===== src/rtl/cbus_pkg.sv =====
// rtl/cbus_pkg.sv - CBus request/response types shared by masters, slaves and the arbiter
package cbus_pkg;

    typedef struct packed {
        logic        valid;
        logic        is_write;
        logic [2:0]  size;
        logic [31:0] addr;
        logic [3:0]  strobe;
        logic [31:0] data;
        logic [3:0]  len;
    } cbus_req_t;

    typedef struct packed {
        logic        ready;
        logic        last;
        logic [31:0] data;
    } cbus_resp_t;

endpackage


===== src/rtl/cbus_rr_arbiter.sv =====
// rtl/cbus_rr_arbiter.sv - zero-latency round-robin CBus arbiter with per-transaction lock
module cbus_rr_arbiter
    import cbus_pkg::*;
#(
    parameter int  NUM_INPUTS     = 4,
    parameter int  TIMEOUT_CYCLES = 1024,
    localparam int IDX_W          = (NUM_INPUTS > 1) ? $clog2(NUM_INPUTS) : 1
) (
    input  logic              clk,
    input  logic              resetn,
    input  cbus_req_t         ireqs  [NUM_INPUTS],
    output cbus_resp_t        iresps [NUM_INPUTS],
    output cbus_req_t         oreq,
    input  cbus_resp_t        oresp,
    output logic              busy,
    output logic [IDX_W-1:0]  owner,
    output logic              err_timeout,
    output logic              err_drop
);

    localparam int                WDOG_W     = (TIMEOUT_CYCLES > 0) ? $clog2(TIMEOUT_CYCLES + 1) : 1;
    localparam logic [IDX_W-1:0]  LAST_IDX   = IDX_W'(NUM_INPUTS - 1);
    localparam logic [IDX_W:0]    NUM_WIDE   = (IDX_W + 1)'(NUM_INPUTS);
    localparam logic [WDOG_W-1:0] WDOG_LIMIT = WDOG_W'(TIMEOUT_CYCLES);
    localparam logic [0:0]        ST_IDLE    = 1'b0;
    localparam logic [0:0]        ST_LOCKED  = 1'b1;

    logic [0:0]        state;
    logic [IDX_W-1:0]  ptr;
    logic [IDX_W-1:0]  owner_q;
    logic [IDX_W-1:0]  sel;
    logic [IDX_W-1:0]  cur;
    logic              any_valid;
    logic              grant;
    logic [WDOG_W-1:0] wdog;
    logic              err_timeout_q;
    logic              err_drop_q;

    function automatic logic [IDX_W-1:0] next_idx(input logic [IDX_W-1:0] idx);
        return (idx == LAST_IDX) ? '0 : idx + IDX_W'(1);
    endfunction

    // Scan downward from ptr+N-1 so the lowest offset from ptr with valid wins.
    always_comb begin
        logic [IDX_W:0] cand;
        cand      = '0;
        sel       = ptr;
        any_valid = 1'b0;
        for (int k = NUM_INPUTS - 1; k >= 0; k--) begin
            cand = {1'b0, ptr} + (IDX_W + 1)'(k);
            if (cand >= NUM_WIDE) begin
                cand = cand - NUM_WIDE;
            end
            if (ireqs[cand[IDX_W-1:0]].valid) begin
                sel       = cand[IDX_W-1:0];
                any_valid = 1'b1;
            end
        end
    end

    assign grant = (state == ST_LOCKED) || any_valid;
    assign cur   = (state == ST_LOCKED) ? owner_q : sel;

    always_comb begin
        oreq = '0;
        if (grant) begin
            oreq = ireqs[cur];
        end
        for (int i = 0; i < NUM_INPUTS; i++) begin
            iresps[i] = (grant && (cur == IDX_W'(i))) ? oresp : '0;
        end
    end

    always_ff @(posedge clk or negedge resetn) begin
        if (!resetn) begin
            state         <= ST_IDLE;
            ptr           <= '0;
            owner_q       <= '0;
            wdog          <= '0;
            err_timeout_q <= 1'b0;
            err_drop_q    <= 1'b0;
        end else begin
            case (state)
                ST_IDLE: begin
                    if (any_valid) begin
                        owner_q <= sel;
                        if (oresp.last) begin
                            ptr <= next_idx(sel);
                        end else begin
                            state <= ST_LOCKED;
                            wdog  <= WDOG_W'(1);
                        end
                    end
                end
                default: begin
                    if (!ireqs[owner_q].valid) begin
                        err_drop_q <= 1'b1;
                    end
                    if (oresp.last) begin
                        state <= ST_IDLE;
                        ptr   <= next_idx(owner_q);
                        wdog  <= '0;
                    end else if (TIMEOUT_CYCLES > 0) begin
                        // Counter parks at the limit; the lock is never aborted.
                        if (wdog >= WDOG_LIMIT) begin
                            err_timeout_q <= 1'b1;
                        end else begin
                            wdog <= wdog + WDOG_W'(1);
                        end
                    end
                end
            endcase
        end
    end

    assign busy        = (state == ST_LOCKED);
    assign owner       = owner_q;
    assign err_timeout = err_timeout_q;
    assign err_drop    = err_drop_q;

endmodule


===== config.mk =====
export PLATFORM = sky130hd
export DESIGN_NAME = cbus_rr_arbiter
export DESIGN_NICKNAME = d
export VERILOG_FILES = /design/src/rtl/cbus_pkg.sv /design/src/rtl/cbus_rr_arbiter.sv
export SDC_FILE = /design/constraint.sdc
export NUM_CORES = 1
export LEC_CHECK = 0
export CORE_AREA = 5 5 215 217
export DETAILED_ROUTE_END_ITERATION = 7
export DIE_AREA = 0 0 220 222
export PLACE_DENSITY_LB_ADDON = 0.15
export SETUP_SLACK_MARGIN = 0.3
export SYNTH_ARGS = -nofsm -noshare
export SYNTH_HDL_FRONTEND = slang
export SYNTH_SLANG_ARGS = --single-unit

===== constraint.sdc =====
create_clock -name clk -period 5.84 [get_ports clk]
set_input_delay 1.168 -clock clk [delete_from_list [all_inputs] [get_ports clk]]
set_output_delay 1.168 -clock clk [all_outputs]
set_load 0.01 [all_outputs]

==> results of run 1 <==
-- sequential cells by signal, summed over array words and instances, names as in the netlist --
register	cells
owner	2
busy	1
err_drop	1
ptr	2
wdog	11
err_timeout	1
-- worst min-delay path, stage by stage (launching register included) --
cell	delay, ns
dfrtp_1	0.34
inv_1	0.04
o31ai_1	0.05
-- Yosys cell counts (all sizes together) (2+ instances only) --
cell    instances
nand3           4
clkbuf         38
xor2            5
a21oi          71
dfrtp          18
o22ai           5
mux2           14
nor3b           2
inv             4
buf            29
nand4           2
o221ai         13
mux2i          31
nand2b          5
a221oi         63
o21bai          2
nor3            2
nor2b          36
and2          101
o32ai           2
a22oi          64
nand2          22
or3             5
o21ai          11
and3            2
nor2           14
-- worst paths after layout --
path / depth (start not counted) / startpoint / end / slack (ns)
min reg2reg: 2 / err_timeout / err_timeout / 0.47
max: 8 / ireqs[230] / oreq[25] / 0.47
max in group asynchronous: 1 / resetn / wdog[7] / 3.86
max reg2reg: 7 / ptr[1] / ptr[1] / 3.53
min in group asynchronous: 1 / resetn / err_timeout / 1.42
min: 2 / err_timeout / err_timeout / 0.47
-- logic make-up (layout without fill, tap and decap cells) --
kind of cell / Yosys count / in the layout / synth area share
adder cells (fa/ha/maj): 1 / 1 / 0.00297
AND/OR/NAND/NOR: 197 / 197 / 0.270
flip-flops: 18 / 18 / 0.107
buffers and inverters: 72 / 592 / 0.0820
AO/OA/AOI/OAI: 239 / 239 / 0.409
other: 0 / 2 / 0
multiplexers: 46 / 46 / 0.116
XOR/XNOR: 6 / 6 / 0.0125
-- repair_timing --
action	4_1_cts	5_1_grt
hold buffers	0	0
endpoints found under the setup margin	0	2
gates resized for setup	0	2
-- area by class of cell --
cell class,count,area [sq um],area share
Antenna cell,2,5.00,0.000472
Sequential cell,18,450,0.0424
Tap cell,592,741,0.0698
Clock buffer,4,88.8,0.00837
Inverter,5,18.8,0.00177
Multi-Input combinational cell,489,3470,0.327
Timing Repair Buffer,583,5840,0.550
-- through the flow --
| step | hold WS [ns] | worst slack, ns | power (mW) |
|---|---|---|---|
| final | 0.468 | 0.471 | 2.55 |
| after global routing | 0.502 | 0.273 | 2.73 |
| after CTS | 0.477 | 0.389 | 2.60 |
| after detailed placement | 0.464 | 0.391 | 2.43 |
| after global placement | 0.461 | 0.392 | 2.45 |
| after floorplan | 0.486 | 1.80 | 1.14 |
-- routing by layer --
layer,wire [microns],vias up
li1,-,3266
met5,27,-
met4,522,4
met1,13100,3158
met2,18700,401
met3,3880,20
-- where the power goes --
| group | switching [mW] | total, mW | internal, mW |
|---|---|---|---|
| logic | 1.07 | 2.24 | 1.17 |
| registers | 0.0202 | 0.155 | 0.135 |
| clock network | 0.0478 | 0.152 | 0.104 |
==> flow_summary.toml, run 1 <==
[grt]
grt_pass1_vias = 7202
gr-usage-met1 = 0.144
grt_overflow = 0
top_usage_layer = "met2"
grt_pass1_wl_mm = 50.3
use_met3 = 0.0467
grt_max_degree = 82
antenna_found_initial = 5
grt_util_all_layers = 0.135
met2_usage = 0.258

[logic_synthesis]
ys_seq_area_frac = 0.107
syn_area_per_cell_sq_um = 7.28
ys_ff_latch = 18
syn_nets = 924
synth.largest_area_cell = "and2_1"
netlist.area_leader.share = 0.150
synthArstFlopShare = 1.00
synth_edf_count = 0
ys.flop_type = "dfrtp_1"
syn_inst = 579
synth_warnings = 0
synth_area_sq_um = 4210
yosys.cell_types.count = 46
synth_area_leaders = "and2_1 (15%), a221oi_1 (13%), a22oi_1 (11%)"

[placed_design]
placed_cell_area_sq_um = 10500
place.port_buffers = 561
dpl.cell_count = 1687
dp_hpwl_mm = 30.3
gp_congestion = 0.812

[sta]
timing.final.crit_period_ns = 5.37
finalCritPeriodShare = 0.919
max_clock_freq_mhz = 186
hold_viol = 0
fin_skew_ns = 0.00378
worstMarginPinSlew_ns = 0.883
relSlewSlack = 0.402
rsz0062_at_grt = "true"
setup_tns_ns = 0
finalMaxSlewViolations = 0
setup_viol = 0

[cells_and_area]
syn_to_final_growth_pct = 152
mostFrequentLayoutCell = "clkdlybuf4s50_1"
final_core_util = 0.242
num-fill-cells = 4837
finalNetCount = 1445
postLayoutCellArea_sq_um = 10600
layout_common_cells = "clkdlybuf4s50_1 (561), and2_1 (101), a21oi_1 (71), a22oi_1 (63), a221oi_1 (63)"
final_layout_size_suffix_gt1_frac = 0.0464
stdcell_count = 1693

[drt]
routedWlPerCell_microns = 21.4
post-route-drc-count = 0
via_per_inst = 4.05
num_vias = 6849
wirelength_mm = 36.2
initialDrtViolationCount = 344
ant_nets = 0
first_pass_iters = 5

[cts]
root_buffer = "clkbuf_16"
clock_latency_ns = 0.25
cts.sinks = 18
post_cts_buffers = 0
cts_buffer_depth = 2
cts_tree = "yes"
htree_levels = 1
clk_pin_slew_ns = 0.06
numCtsBuffers = 3

[critical_path]
cp_slowest_cell = "clkdlybuf4s50_1"
crit_path_max_fanout = 61
critPathMaxStageDelay_ns = 0.60
arrival_ns = 4.20
critical_path.cell_chain = "clkdlybuf4s50_1, or3_1, a311o_1, o21ai_4, buf_12, a22oi_1, a21oi_1, clkdlybuf4s50_1"
path_common_cell = "clkdlybuf4s50_1"
crit_family = "buffers and inverters"
crit_buf_inv = 3
critPathKind = "in -> out"
end_kind = "output port"
worstPathRequired_ns = 4.67
cp-start-kind = "input port"

[floorplanning]
start_util = 0.0959
design.core.area_sq_um = 43900
fp-row-count = 77
die_h_microns = 222
dieArea_sq_um = 48800
ioPinCount = 562
fp.dieW_microns = 220

[power_and_ir_drop]
ir_worst_vdd_v = 0.000100
p_leak_nw = 3.74
powerDensity_nw_per_um2 = 240

[flow_run]
cap_viol_max_count = 0

[outcome]
run_status = "complete, no violations"

[hold_path]
hp-class = "reg -> reg"
Power figures use the tool's default switching activity.
==> run 2: changes to the inputs <==
--- a/config.mk
+++ b/config.mk
@@ -5,9 +5,9 @@
 export SDC_FILE = /design/constraint.sdc
 export NUM_CORES = 1
 export LEC_CHECK = 0
-export CORE_AREA = 5 5 215 217
+export CORE_AREA = 5 5 217 219
 export DETAILED_ROUTE_END_ITERATION = 7
-export DIE_AREA = 0 0 220 222
+export DIE_AREA = 0 0 222 224
 export PLACE_DENSITY_LB_ADDON = 0.15
 export SETUP_SLACK_MARGIN = 0.3
 export SYNTH_ARGS = -nofsm -noshare
==> constraint.sdc (replaced) <==
create_clock -name clk -period 4.7 [get_ports clk]
set_input_delay 0.94 -clock clk [delete_from_list [all_inputs] [get_ports clk]]
set_output_delay 0.94 -clock clk [all_outputs]
set_load 0.01 [all_outputs]
==> flow_summary.toml, run 2 (synthesis results as in run 1) <==
[sta]
setup_viol = 0
finalMaxSlewViolations = 0
rsz0062_at_grt = "true"
fin_skew_ns = 0.00216
whs_ns = 0.472
timing.final.crit_period_ns = 4.53
max_clock_freq_mhz = 221
finalCritPeriodShare = 0.963
relSlewSlack = 0.413
worstMarginPinSlew_ns = 0.878
hold_viol = 0
setup_tns_ns = 0

[cts]
ctsHoldBuffers = 0
cts_buffer_depth = 2
clock_latency_ns = 0.25
cts_tree = "yes"
htree_levels = 1
clk_pin_slew_ns = 0.05
numCtsBuffers = 3
cts.sinks = 18
root_buffer = "clkbuf_16"

[drt]
initialDrtViolationCount = 376
routedWlPerCell_microns = 21.8
via_per_inst = 4.05
ant_nets = 0
wirelength_mm = 38.6
post-route-drc-count = 0
first_pass_iters = 5
num_vias = 7161

[critical_path]
timing.rr.end = "ptr[1]"
rrSetupSlack_ns = 2.39
worstPathRequired_ns = 3.76
reg2reg_from = "ptr[1]"
cp-start-kind = "input port"
reg2reg_depth = 9
crit_start = "ireqs[230]"
endpoint = "iresps[44]"
crit_path_max_fanout = 6
cp_slowest_cell = "clkdlybuf4s50_1"
critPathMaxStageDelay_ns = 0.55
end_kind = "output port"
critical_path.cell_chain = "clkdlybuf4s50_1, or3_1, a311o_1, buf_4, o32ai_4, buf_12, buf_12, and2_1, clkdlybuf4s50_1"
arrival_ns = 3.59
critPathKind = "in -> out"

[floorplanning]
fp-row-count = 78
fp.dieW_microns = 222
dieArea_sq_um = 49700
design.core.area_sq_um = 44900
die_h_microns = 224
ioPinCount = 562
start_util = 0.0938

[power_and_ir_drop]
ir_worst_vdd_v = 0.000128
p_leak_nw = 5.48
p_switching_mw = 1.61
seqPwrFrac = 0.054
internal-power_mw = 1.95
p_comb_frac = 0.892
switching_share = 0.453
p_clk_frac = 0.054
powerDensity_nw_per_um2 = 304

[cells_and_area]
largest-register = "wdog"
num-fill-cells = 4891
syn_to_final_growth_pct = 178
largest_reg_flops = 11
postLayoutCellArea_sq_um = 11700
mostFrequentLayoutCell = "clkdlybuf4s50_1"
finalNetCount = 1514
layout_common_cells = "clkdlybuf4s50_1 (389), and2_1 (101), dlygate4sd2_1 (90), a21oi_1 (68), a22oi_1 (62)"
final_layout_size_suffix_gt1_frac = 0.139

[grt]
grt_max_degree = 38
antenna_found_initial = 2
grt_util_all_layers = 0.140
grt_pass1_vias = 7428
grt_pass1_wl_mm = 53.1
grt_overflow = 0

[flow_run]
cap_viol_max_count = 0

[placed_design]
placed_cell_area_sq_um = 11000
gp_congestion = 0.874
dp_hpwl_mm = 30.5
place.port_buffers = 561

[hold_path]
hp-class = "reg -> reg"
min_from = "err_timeout"
min_path_cells = 2

[outcome]
run_status = "complete, no violations"
==> run 2: power by group through the flow <==
stage               sequential, mW  clock, mW  combinational, mW
floorplan                    0.183          0               1.23
global placement             0.195          0               3.07
detailed placement           0.195          0               3.05
CTS                          0.193      0.200               3.13
global route                 0.197      0.210               3.39
finish                       0.193      0.193               3.17
==> run 2: cell type report <==
cell class | count | area, sq um | share of cell area
Tap cell | 600 | 751 | 0.0641
Timing Repair Buffer | 652 | 6790 | 0.579
Multi-Input combinational cell | 489 | 3610 | 0.308
Inverter | 5 | 18.8 | 0.00160
Antenna cell | 2 | 5.00 | 0.000427
Sequential cell | 18 | 450 | 0.0385
Clock buffer | 4 | 88.8 | 0.00758
==> run 2: layer usage <==
| metal | global-route usage | vias to the layer above | wire [microns] |
|---|---|---|---|
| met4 | 0.0272 | 0 | 683 |
| li1 | - | 3416 | - |
| met1 | 0.164 | 3303 | 15200 |
| met3 | 0.0387 | 24 | 2970 |
| met5 | 0 | - | 0 |
| met2 | 0.256 | 418 | 19700 |
==> run 2: repair_timing <==
action                                  CTS  global route
cloned                                    6             3
gates resized for setup                 129           125
endpoints found under the setup margin  178           112
buffers inserted                         15             8
pin swaps                                 3             2
==> run 2: worst min path at each step <==
stage	slack [ns]	endpoint
5_1_grt	0.50	err_timeout
4_1_cts	0.48	err_timeout
6_report	0.47	err_timeout
2_1_floorplan	0.49	ptr[0]
3_3_place_gp	0.47	err_timeout
3_5_place_dp	0.47	err_timeout
==> run 2: critical path: cells and delay by family <==
family | cells | cell delay [ns]
compound gates | 2 | 0.62
buf+inv | 5 | 1.51
simple gates | 2 | 0.50
==> run 2: stage by stage <==
stage / setup slack [ns] / utilization / instances / total power [mW]
after CTS: 0.128 / 0.253 / 1757 / 3.52
after detailed placement: -0.0394 / 0.244 / 1732 / 3.25
after floorplan: 1.11 / - / 579 / 1.42
after global placement: -0.0431 / 0.244 / 1732 / 3.27
after global routing: 0.0568 / 0.261 / 1769 / 3.79
final: 0.172 / 0.261 / 1770 / 3.56
